--- config.mk ---
export PLATFORM = sky130hd
export DESIGN_NAME = mem_port_arb
export DESIGN_NICKNAME = d
export VERILOG_FILES = /design/src/rtl/mem_port_arb.sv
export SDC_FILE = /design/constraint.sdc
export NUM_CORES = 1
export LEC_CHECK = 0
export ABC_AREA = 1
export CAP_MARGIN = 5
export CORE_AREA = 3 3 118 120
export DETAILED_ROUTE_END_ITERATION = 8
export DIE_AREA = 0 0 121 123
export PLACE_DENSITY_LB_ADDON = 0.25
export SYNTH_ARGS = -nofsm -noshare
export SYNTH_HDL_FRONTEND = slang
export SYNTH_SLANG_ARGS = --single-unit
--- constraint.sdc ---
create_clock -name clk -period 2.8 [get_ports clk]
set_input_delay 0.28 -clock clk [delete_from_list [all_inputs] [get_ports clk]]
set_output_delay 0.28 -clock clk [all_outputs]
set_load 0.02 [all_outputs]
--- src/rtl/mem_port_arb.sv ---
// mem_port_arb: shares memory port 0 between two camera writers and one display reader.
// Optional macro STARVE_GUARD_EN promotes a long-waiting camera above the display.
module mem_port_arb #(
    parameter int ADDR_W     = 24,
    parameter int DATA_W     = 32,
    parameter int BURST_LEN  = 8,
`ifdef STARVE_GUARD_EN
    parameter int STARVE_LIM = 64,
`endif
    parameter int MAX_OUTST  = 15
) (
    input  logic              clk,
    input  logic              reset,
    input  logic              cam0_req,
    input  logic [ADDR_W-1:0] cam0_addr,
    input  logic [DATA_W-1:0] cam0_data,
    output logic              cam0_gnt,
    input  logic              cam1_req,
    input  logic [ADDR_W-1:0] cam1_addr,
    input  logic [DATA_W-1:0] cam1_data,
    output logic              cam1_gnt,
    input  logic              disp_req,
    input  logic [ADDR_W-1:0] disp_addr,
    output logic              disp_gnt,
    output logic [DATA_W-1:0] disp_rd_data,
    output logic              disp_rd_valid,
    input  logic              mem_wr_rdy,
    input  logic              mem_rd_rdy,
    output logic              mem_wr_en,
    output logic              mem_rd_en,
    output logic [ADDR_W-1:0] mem_wr_addr,
    output logic [ADDR_W-1:0] mem_rd_addr,
    output logic [DATA_W-1:0] mem_wr_data,
    input  logic [DATA_W-1:0] mem_rd_data,
    input  logic              mem_rd_data_valid,
    output logic [7:0]        outst_cnt,
    output logic              err
);

    typedef enum logic [1:0] {IDLE = 2'd0, WR0 = 2'd1, WR1 = 2'd2, RD = 2'd3} state_t;

    localparam logic [7:0] BURST_C = 8'(BURST_LEN);
    localparam logic [7:0] OUTST_C = 8'(MAX_OUTST);

    state_t            state_r, state_nxt_s;
    logic [7:0]        burst_r, burst_nxt_s, burst_inc_s;
    logic              rr_r, rr_nxt_s;
    logic [7:0]        outst_r;
    logic              err_r;
    logic [DATA_W-1:0] rd_data_r;
    logic              rd_valid_r;
    logic              cam0_gnt_s, cam1_gnt_s, disp_gnt_s, rd_room_s;
    logic [ADDR_W-1:0] wr_addr_s, rd_addr_s;
    logic [DATA_W-1:0] wr_data_s;

    assign rd_room_s   = (outst_r < OUTST_C);
    assign burst_inc_s = burst_r + 8'd1;

`ifdef STARVE_GUARD_EN
    localparam int            SW    = $clog2(STARVE_LIM + 1);
    localparam logic [SW-1:0] LIM_C = SW'(STARVE_LIM);

    logic [SW-1:0] wait0_r, wait1_r;
    logic          starve0_s, starve1_s;

    assign starve0_s = cam0_req && (wait0_r >= LIM_C);
    assign starve1_s = cam1_req && (wait1_r >= LIM_C);

    // Per-camera wait counters, saturating at the promotion limit.
    always_ff @(posedge clk or posedge reset) begin
        if (reset) begin
            wait0_r <= SW'(0);
            wait1_r <= SW'(0);
        end else begin
            if (cam0_gnt_s) begin
                wait0_r <= SW'(0);
            end else if (cam0_req && (state_r != WR0) && (wait0_r < LIM_C)) begin
                wait0_r <= wait0_r + SW'(1);
            end else begin
                wait0_r <= wait0_r;
            end
            if (cam1_gnt_s) begin
                wait1_r <= SW'(0);
            end else if (cam1_req && (state_r != WR1) && (wait1_r < LIM_C)) begin
                wait1_r <= wait1_r + SW'(1);
            end else begin
                wait1_r <= wait1_r;
            end
        end
    end
`endif

    // Arbitration, burst accounting and port-0 muxing for the current owner.
    always_comb begin
        state_nxt_s = state_r;
        burst_nxt_s = burst_r;
        rr_nxt_s    = rr_r;
        cam0_gnt_s  = 1'b0;
        cam1_gnt_s  = 1'b0;
        disp_gnt_s  = 1'b0;
        wr_addr_s   = {ADDR_W{1'b0}};
        wr_data_s   = {DATA_W{1'b0}};
        rd_addr_s   = {ADDR_W{1'b0}};
        case (state_r)
            IDLE: begin
                burst_nxt_s = 8'd0;
`ifdef STARVE_GUARD_EN
                if (starve0_s && starve1_s) begin
                    state_nxt_s = rr_r ? WR1 : WR0;
                    rr_nxt_s    = ~rr_r;
                end else if (starve0_s) begin
                    state_nxt_s = WR0;
                end else if (starve1_s) begin
                    state_nxt_s = WR1;
                end else
`endif
                if (disp_req && rd_room_s) begin
                    state_nxt_s = RD;
                end else if (cam0_req && cam1_req) begin
                    state_nxt_s = rr_r ? WR1 : WR0;
                    rr_nxt_s    = ~rr_r;
                end else if (cam0_req) begin
                    state_nxt_s = WR0;
                end else if (cam1_req) begin
                    state_nxt_s = WR1;
                end else begin
                    state_nxt_s = IDLE;
                end
            end
            WR0: begin
                cam0_gnt_s = cam0_req && mem_wr_rdy;
                wr_addr_s  = cam0_addr;
                wr_data_s  = cam0_data;
                if (!cam0_req || (cam0_gnt_s && (burst_inc_s >= BURST_C))) begin
                    state_nxt_s = IDLE;
                    burst_nxt_s = 8'd0;
                end else if (cam0_gnt_s) begin
                    burst_nxt_s = burst_inc_s;
                end else begin
                    burst_nxt_s = burst_r;
                end
            end
            WR1: begin
                cam1_gnt_s = cam1_req && mem_wr_rdy;
                wr_addr_s  = cam1_addr;
                wr_data_s  = cam1_data;
                if (!cam1_req || (cam1_gnt_s && (burst_inc_s >= BURST_C))) begin
                    state_nxt_s = IDLE;
                    burst_nxt_s = 8'd0;
                end else if (cam1_gnt_s) begin
                    burst_nxt_s = burst_inc_s;
                end else begin
                    burst_nxt_s = burst_r;
                end
            end
            RD: begin
                disp_gnt_s = disp_req && mem_rd_rdy && rd_room_s;
                rd_addr_s  = disp_addr;
                // Leave as soon as this grant fills the outstanding window.
                if (!disp_req || !rd_room_s ||
                    (disp_gnt_s && ((burst_inc_s >= BURST_C) || ((outst_r + 8'd1) >= OUTST_C)))) begin
                    state_nxt_s = IDLE;
                    burst_nxt_s = 8'd0;
                end else if (disp_gnt_s) begin
                    burst_nxt_s = burst_inc_s;
                end else begin
                    burst_nxt_s = burst_r;
                end
            end
            default: begin
                state_nxt_s = IDLE;
                burst_nxt_s = 8'd0;
            end
        endcase
    end

    // State, burst counter and round-robin pointer.
    always_ff @(posedge clk or posedge reset) begin
        if (reset) begin
            state_r <= IDLE;
            burst_r <= 8'd0;
            rr_r    <= 1'b0;
        end else begin
            state_r <= state_nxt_s;
            burst_r <= burst_nxt_s;
            rr_r    <= rr_nxt_s;
        end
    end

    // Outstanding-read count and sticky error for unmatched returns.
    always_ff @(posedge clk or posedge reset) begin
        if (reset) begin
            outst_r <= 8'd0;
            err_r   <= 1'b0;
        end else begin
            case ({disp_gnt_s, mem_rd_data_valid})
                2'b10:   outst_r <= outst_r + 8'd1;
                2'b01:   outst_r <= (outst_r == 8'd0) ? 8'd0 : (outst_r - 8'd1);
                default: outst_r <= outst_r;
            endcase
            err_r <= err_r | (mem_rd_data_valid && (outst_r == 8'd0));
        end
    end

    // Read return path, registered once toward the display.
    always_ff @(posedge clk or posedge reset) begin
        if (reset) begin
            rd_data_r  <= {DATA_W{1'b0}};
            rd_valid_r <= 1'b0;
        end else begin
            rd_data_r  <= mem_rd_data;
            rd_valid_r <= mem_rd_data_valid;
        end
    end

    assign cam0_gnt      = cam0_gnt_s;
    assign cam1_gnt      = cam1_gnt_s;
    assign disp_gnt      = disp_gnt_s;
    assign mem_wr_en     = cam0_gnt_s | cam1_gnt_s;
    assign mem_rd_en     = disp_gnt_s;
    assign mem_wr_addr   = wr_addr_s;
    assign mem_wr_data   = wr_data_s;
    assign mem_rd_addr   = rd_addr_s;
    assign disp_rd_data  = rd_data_r;
    assign disp_rd_valid = rd_valid_r;
    assign outst_cnt     = outst_r;
    assign err           = err_r;

endmodule
==> impl_metrics.ini, run 1 <==
[clocking]
cts_tree = built
postCtsHoldBufs = 0
clkTransAtPathRegs_ns = 0.07
clkLatencyLatePin_ns = 0.29
clock_path_buffers = 2
ctsRootBufferMaster = clkbuf_16
cts_max_level = 2
cts_sinks = 53
numCtsBuffers = 5

[setup_path]
cp.required_ns = 2.52
end_kind = output pin
cp_cell_sequence = inv_1, ha_2, buf_12, nand2_1, a21oi_1, clkdlybuf4s50_1
critPathBufInv = 3
critical_path_class = reg2out
slowest_delay_ns = 0.67
critPathMaxFanout = 56
cpMaxStageDelayCell = clkdlybuf4s50_1
critPathTopFamily = buffers and inverters
r2r_setup_slack_ns = 0.24
startpoint_type = register
cp.arrival_ns = 2.41

[routing]
ant_nets = 0
drt-pass1-iter-count = 4
routedWlPerCell_um = 15.6
drt_iter0_drc = 212
route.vias.total = 4265
route.detailed.drc = 0
routed_wl_um = 15000
viasPerCell = 4.46

[run_status]
status = complete, no violations

[global_route]
grt_pass1_vias = 4168
grt_overflow = 0
grt_pass1_wl_um = 22000
grt_usage_pct = 18.7
antenna_found_initial = 0
grt_max_degree = 57

[placement]
place_congestion = 0.903
hpwl_um = 12500
port_buffers = 302
place_inst = 949

[floorplan]
dieHeight_um = 123
core_region_area_um2 = 13100
die_w_um = 121
die-area_um2 = 14900
num_rows = 42
start_util_pct = 25.4
pin_count = 303

[timing]
finalCritPeriodShare_pct = 96.2
rsz0062_at_grt = false
setup_violations = 0
max_slew.worst_pin.slew_ns = 0.496
tns_ns = 0
fmax_mhz = 371
period_needed_ns = 2.69
max_slew_margin_pct = 66.9
finalHoldViolations = 0
skew_ns = 0.00528
fin_hold_ws_ns = 0.337
slew_violations = 0

[power]
p_leak_nw = 2.88
max-vdd-ir-drop_v = 0.000393
powerDensity_nw_per_um2 = 711

[yosys]
synth_area_per_cell_um2 = 6.78
synth.area.top_cells = dfrtp_1 (40%), nand2_1 (22%), a21oi_1 (9.5%), inv_1 (6.4%), ha_1 (3.8%)
synth_nets = 677
synth_cells = 491
synthDistinctLibCells = 30
synth.top_cell.area_share_pct = 39.9
synth-warning-count = 0
yosysTopAreaCell = dfrtp_1
ys_ff_latch = 53
synth_seq_area_share_pct = 39.9
mappedNetlistArea_um2 = 3330

[layout]
mostFrequentLayoutCells = clkdlybuf4s50_1 (296), nand2_1 (195), a21oi_1 (63), inv_1 (56), dfrtp_1 (53)
final_common_cell = clkdlybuf4s50_1
instances_no_fill = 957
multi_input_area_um2 = 1660
syn_to_final_growth_pct = 101
nFillCells = 1229
final-seq-area_um2 = 1330
nets = 966
drive_gt1_share_pct = 4.74
n_antenna_cell = 0

[worst_hold_path]
hold_path_class = in2async

[flow_run]
max_cap_violations = 0
cells in the mapped netlist:
| cell type | instances |
|---|---|
| a21o_1 | 1 |
| a21oi_1 | 63 |
| a22oi_1 | 1 |
| a31oi_1 | 3 |
| buf_1 | 8 |
| buf_2 | 2 |
| buf_4 | 2 |
| buf_6 | 2 |
| clkbuf_1 | 12 |
| clkinv_1 | 1 |
| dfrtp_1 | 53 |
| ha_1 | 10 |
| inv_1 | 57 |
| inv_2 | 1 |
| nand2_1 | 195 |
| nand2_2 | 5 |
| nand2_4 | 1 |
| nand3_1 | 12 |
| nand3_2 | 2 |
| nand4_1 | 5 |
| nor2_1 | 27 |
| nor2_2 | 4 |
| nor3_1 | 3 |
| nor3_2 | 1 |
| o21ai_0 | 6 |
| o21ai_1 | 2 |
| o21ai_2 | 1 |
| or2_4 | 1 |
| xnor2_1 | 2 |
| xor2_1 | 8 |
flip-flops by register name (all words and copies together) (netlist names):
register and count:
burst_r 8, disp_rd_data 32, disp_rd_valid 1, err 1, outst_cnt 8, rr_r 1
state_r 2
power by group:
group / leakage [nW] / internal [mW] / switching, mW
Combinational: 2.16 / 1.33 / 1.82
Clock: 0.0680 / 0.338 / 0.286
Sequential: 0.643 / 0.860 / 0.128
final cells by class:
cell class	instances	share of cell area, %
flip-flops and latches	53	19.8
repair buffers	308	46.5
inverters	59	3.31
well taps	176	3.29
multi-input cells	353	24.8
clock inverters	3	0.393
clock buffers	5	1.87
worst register-to-register path, cell delays in order, from the launching register on:
cell	delay, ns
dfrtp_1	0.47
ha_1	0.28
nand3_2	0.11
nand2_2	0.08
nor3_2	0.17
inv_1	0.06
nor2_1	0.25
inv_1	0.09
ha_1	0.23
inv_1	0.23
o21ai_0	0.16
a21oi_1	0.14
a21oi_1	0.05
o21ai_0	0.16
path summary, 6_finish.rpt:
path                                               start                          to  cells after the start
worst min register to register             err$_DFF_PP0_               err$_DFF_PP0_                      1
worst max-delay path              state_r[0]$_DFFE_PP0P_              mem_wr_addr[1]                      6
worst min-delay path                               reset  disp_rd_data[13]$_DFF_PP0_                      2
max in group asynchronous                          reset      state_r[1]$_DFFE_PP0P_                      3
min in group clk                         mem_rd_data[27]  disp_rd_data[27]$_DFF_PP0_                      1
worst max register to register  outst_cnt[1]$_DFFE_PP0P_    outst_cnt[4]$_DFFE_PP0P_                     13
cell families after synthesis:
logic type	count (synthesis)	synth area share [%]
AOI/OAI and AO/OA	77	12.0
xor gates and xnor gates	10	2.63
adders and majority gates	10	3.76
buffers and inverters	85	10.3
DFF	53	39.9
and+or+nand+nor	256	31.4
per-stage QoR:
| step | utilization, % | instance area, µm² | worst slack, ns | power (mW) |
|---|---|---|---|---|
| 3_5_place_dp | 50.0 | 6540 | 0.258 | 4.16 |
| 4_1_cts | 51.1 | 6690 | 0.0780 | 4.81 |
| 2_1_floorplan | - | 3330 | 0.247 | 2.67 |
| 3_3_place_gp | 50.0 | 6540 | 0.402 | 4.13 |
| 6_report | 51.2 | 6690 | 0.107 | 4.76 |
| 5_1_grt | 51.2 | 6690 | 0.0247 | 5.07 |
repair_timing:
| action | in CTS | in global routing |
|---|---|---|
| resized for setup | 0 | 2 |
| endpoints found under the setup margin | 0 | 2 |
| hold endpoints to repair | 0 | 0 |
| setup buffers | 0 | 0 |
metal layers:
layer | wire length [µm] | GRT usage [%] | share of wire (%) | vias up
li1 | - | - | - | 2083
met1 | 5750 | 22.4 | 38 | 1953
met2 | 7420 | 32.7 | 50 | 211
met3 | 1400 | 5.31 | 9.3 | 18
met4 | 404 | 5.74 | 2.7 | 0
met5 | 0 | 0 | 0 | -
Power figures use the tool's default switching activity.
==> inputs of run 2 (changes only) <==
Settings changed: CORE_AREA 3 3 118 120 to 2 2 117 119, DIE_AREA 0 0 121 123 to 0 0 119 121, SKIP_LAST_GASP set to 1.
==> impl_metrics.ini, run 2 (synthesis results as in run 1) <==
[layout]
nets = 969
n_antenna_cell = 0
final_core_util_pct = 51.3
final-seq-area_um2 = 1330
multi_input_area_um2 = 1660
drive_gt1_share_pct = 4.72
fin_area_um2 = 6720
largest_reg_flops = 32
syn_to_final_growth_pct = 102
nFillCells = 1217
mostFrequentLayoutCells = clkdlybuf4s50_1 (301), nand2_1 (195), a21oi_1 (63), inv_1 (56), dfrtp_1 (53)
instances_no_fill = 960
final_common_cell = clkdlybuf4s50_1

[timing]
skew_ns = 0.00444
max_slew.worst_pin.slew_ns = 0.481
finalCritPeriodShare_pct = 95.1
period_needed_ns = 2.66
setup_violations = 0
finalHoldViolations = 0
max_slew_margin_pct = 67.7
slew_violations = 0
tns_ns = 0
rsz0062_at_grt = false
fmax_mhz = 376

[routing]
ant_nets = 0
route.vias.total = 4246
routedWlPerCell_um = 15.4
route.detailed.drc = 0
viasPerCell = 4.42
drt_iter0_drc = 176
drt-pass1-iter-count = 6
routed_wl_um = 14800

[setup_path]
critPathBufInv = 4
startpoint_type = register
cp.required_ns = 2.52
cpMaxStageDelayCell = clkdlybuf4s50_1
cp.arrival_ns = 2.38
cp_cell_sequence = inv_1, ha_1, inv_1, buf_4, a21oi_1, clkdlybuf4s50_1
slowest_delay_ns = 0.68
end_kind = output pin
critPathTopFamily = buffers and inverters
cp_common_cell = inv_1
worstSetupStartpoint = state_r[0]$_DFFE_PP0P_
critPathMaxFanout = 38
timing.rr.start = outst_cnt[0]$_DFFE_PP0P_
critical_path_class = reg2out

[clocking]
postCtsSetupBuffers = 0
clock_path_buffers = 2
postCtsHoldBufs = 0
ctsRootBufferMaster = clkbuf_16
clkLatencyLatePin_ns = 0.29
cts_sinks = 53
cts_tree = built
numCtsBuffers = 5
cts_max_level = 2
clkTransAtPathRegs_ns = 0.07
cts.repair.resized = 0

[placement]
place_inst = 952
place_congestion = 0.918
placed_area_um2 = 6570
hpwl_um = 12600
port_buffers = 302

[flow_run]
max_cap_violations = 0

[floorplan]
pin_count = 303
die_w_um = 119
core_region_area_um2 = 13100
start_util_pct = 25.4
num_rows = 42
dieHeight_um = 121
die-area_um2 = 14400

[global_route]
grt_max_degree = 46
grt_pass1_wl_um = 22300
grt_overflow = 0
antenna_found_initial = 0
grt_pass1_vias = 4167
grt_usage_pct = 19.8

[worst_hold_path]
hold_path_class = in2async

[run_status]
status = complete, no violations

[power]
finalPower_mw = 4.78
powerDensity_nw_per_um2 = 712
max-vdd-ir-drop_v = 0.000406
p_leak_nw = 2.85
-- run 2: cell count changes in the layout (fill, tap and decap cells not counted), sizes merged --
| cell | before | now |
|---|---|---|
| clkdlybuf4s50 | 296 | 301 |
| dlymetal6s2s | 2 | 0 |
-- run 2: path summary, 6_finish.rpt --
kind	endpoint	slack, ns	depth (start not counted)
setup / recovery	mem_wr_data[17]	0.14	6
hold / removal	disp_rd_data[5]$_DFF_PP0_	0.31	2
setup reg to reg	outst_cnt[0]$_DFFE_PP0P_	0.29	11
hold reg to reg	err$_DFF_PP0_	0.47	1
max in group asynchronous	burst_r[7]$_DFFE_PP0P_	1.96	3
min in group clk	disp_rd_data[26]$_DFF_PP0_	0.43	1
-- run 2: layout make-up --
type                       instances  share of cell area, %
sequential                        53                   19.7
clock buffer                       5                   1.86
clock inverter                     3                  0.391
timing repair buffer             311                   46.7
multi-input combinational        353                   24.7
tap                              176                   3.28
inverter                          59                   3.30
-- run 2: report_power, final --
part | leakage (nW) | internal (mW) | total (mW) | switching (mW)
combinational | 2.13 | 1.35 | 3.19 | 1.84
clock | 0.0680 | 0.338 | 0.621 | 0.283
sequential | 0.643 | 0.860 | 0.978 | 0.117
-- run 2: per-layer routing --
metal  global-route usage, %  wire (µm)  vias up
met2                    34.7       7280      222
met1                    23.7       5810     1911
li1                        -          -     2092
met3                    5.12       1280       21
met4                    6.32        435        0
met5                       0          0        -
-- run 2: worst register-to-register path, delay by kind of cell, from the launching register on --
family / cells / cell delay [ns]
compound gates: 1 / 0.08
fa+ha+maj: 2 / 0.69
buf+inv: 3 / 0.42
flops: 1 / 0.45
simple gates: 5 / 0.75
-- run 2: per-stage QoR --
step | worst slack, ns | hold slack [ns]
finish | 0.138 | 0.311
CTS | 0.139 | 0.324
floorplan | 0.247 | 0.311
global route | 0.00874 | 0.361
global placement | 0.343 | 0.442
detailed placement | 0.304 | 0.461
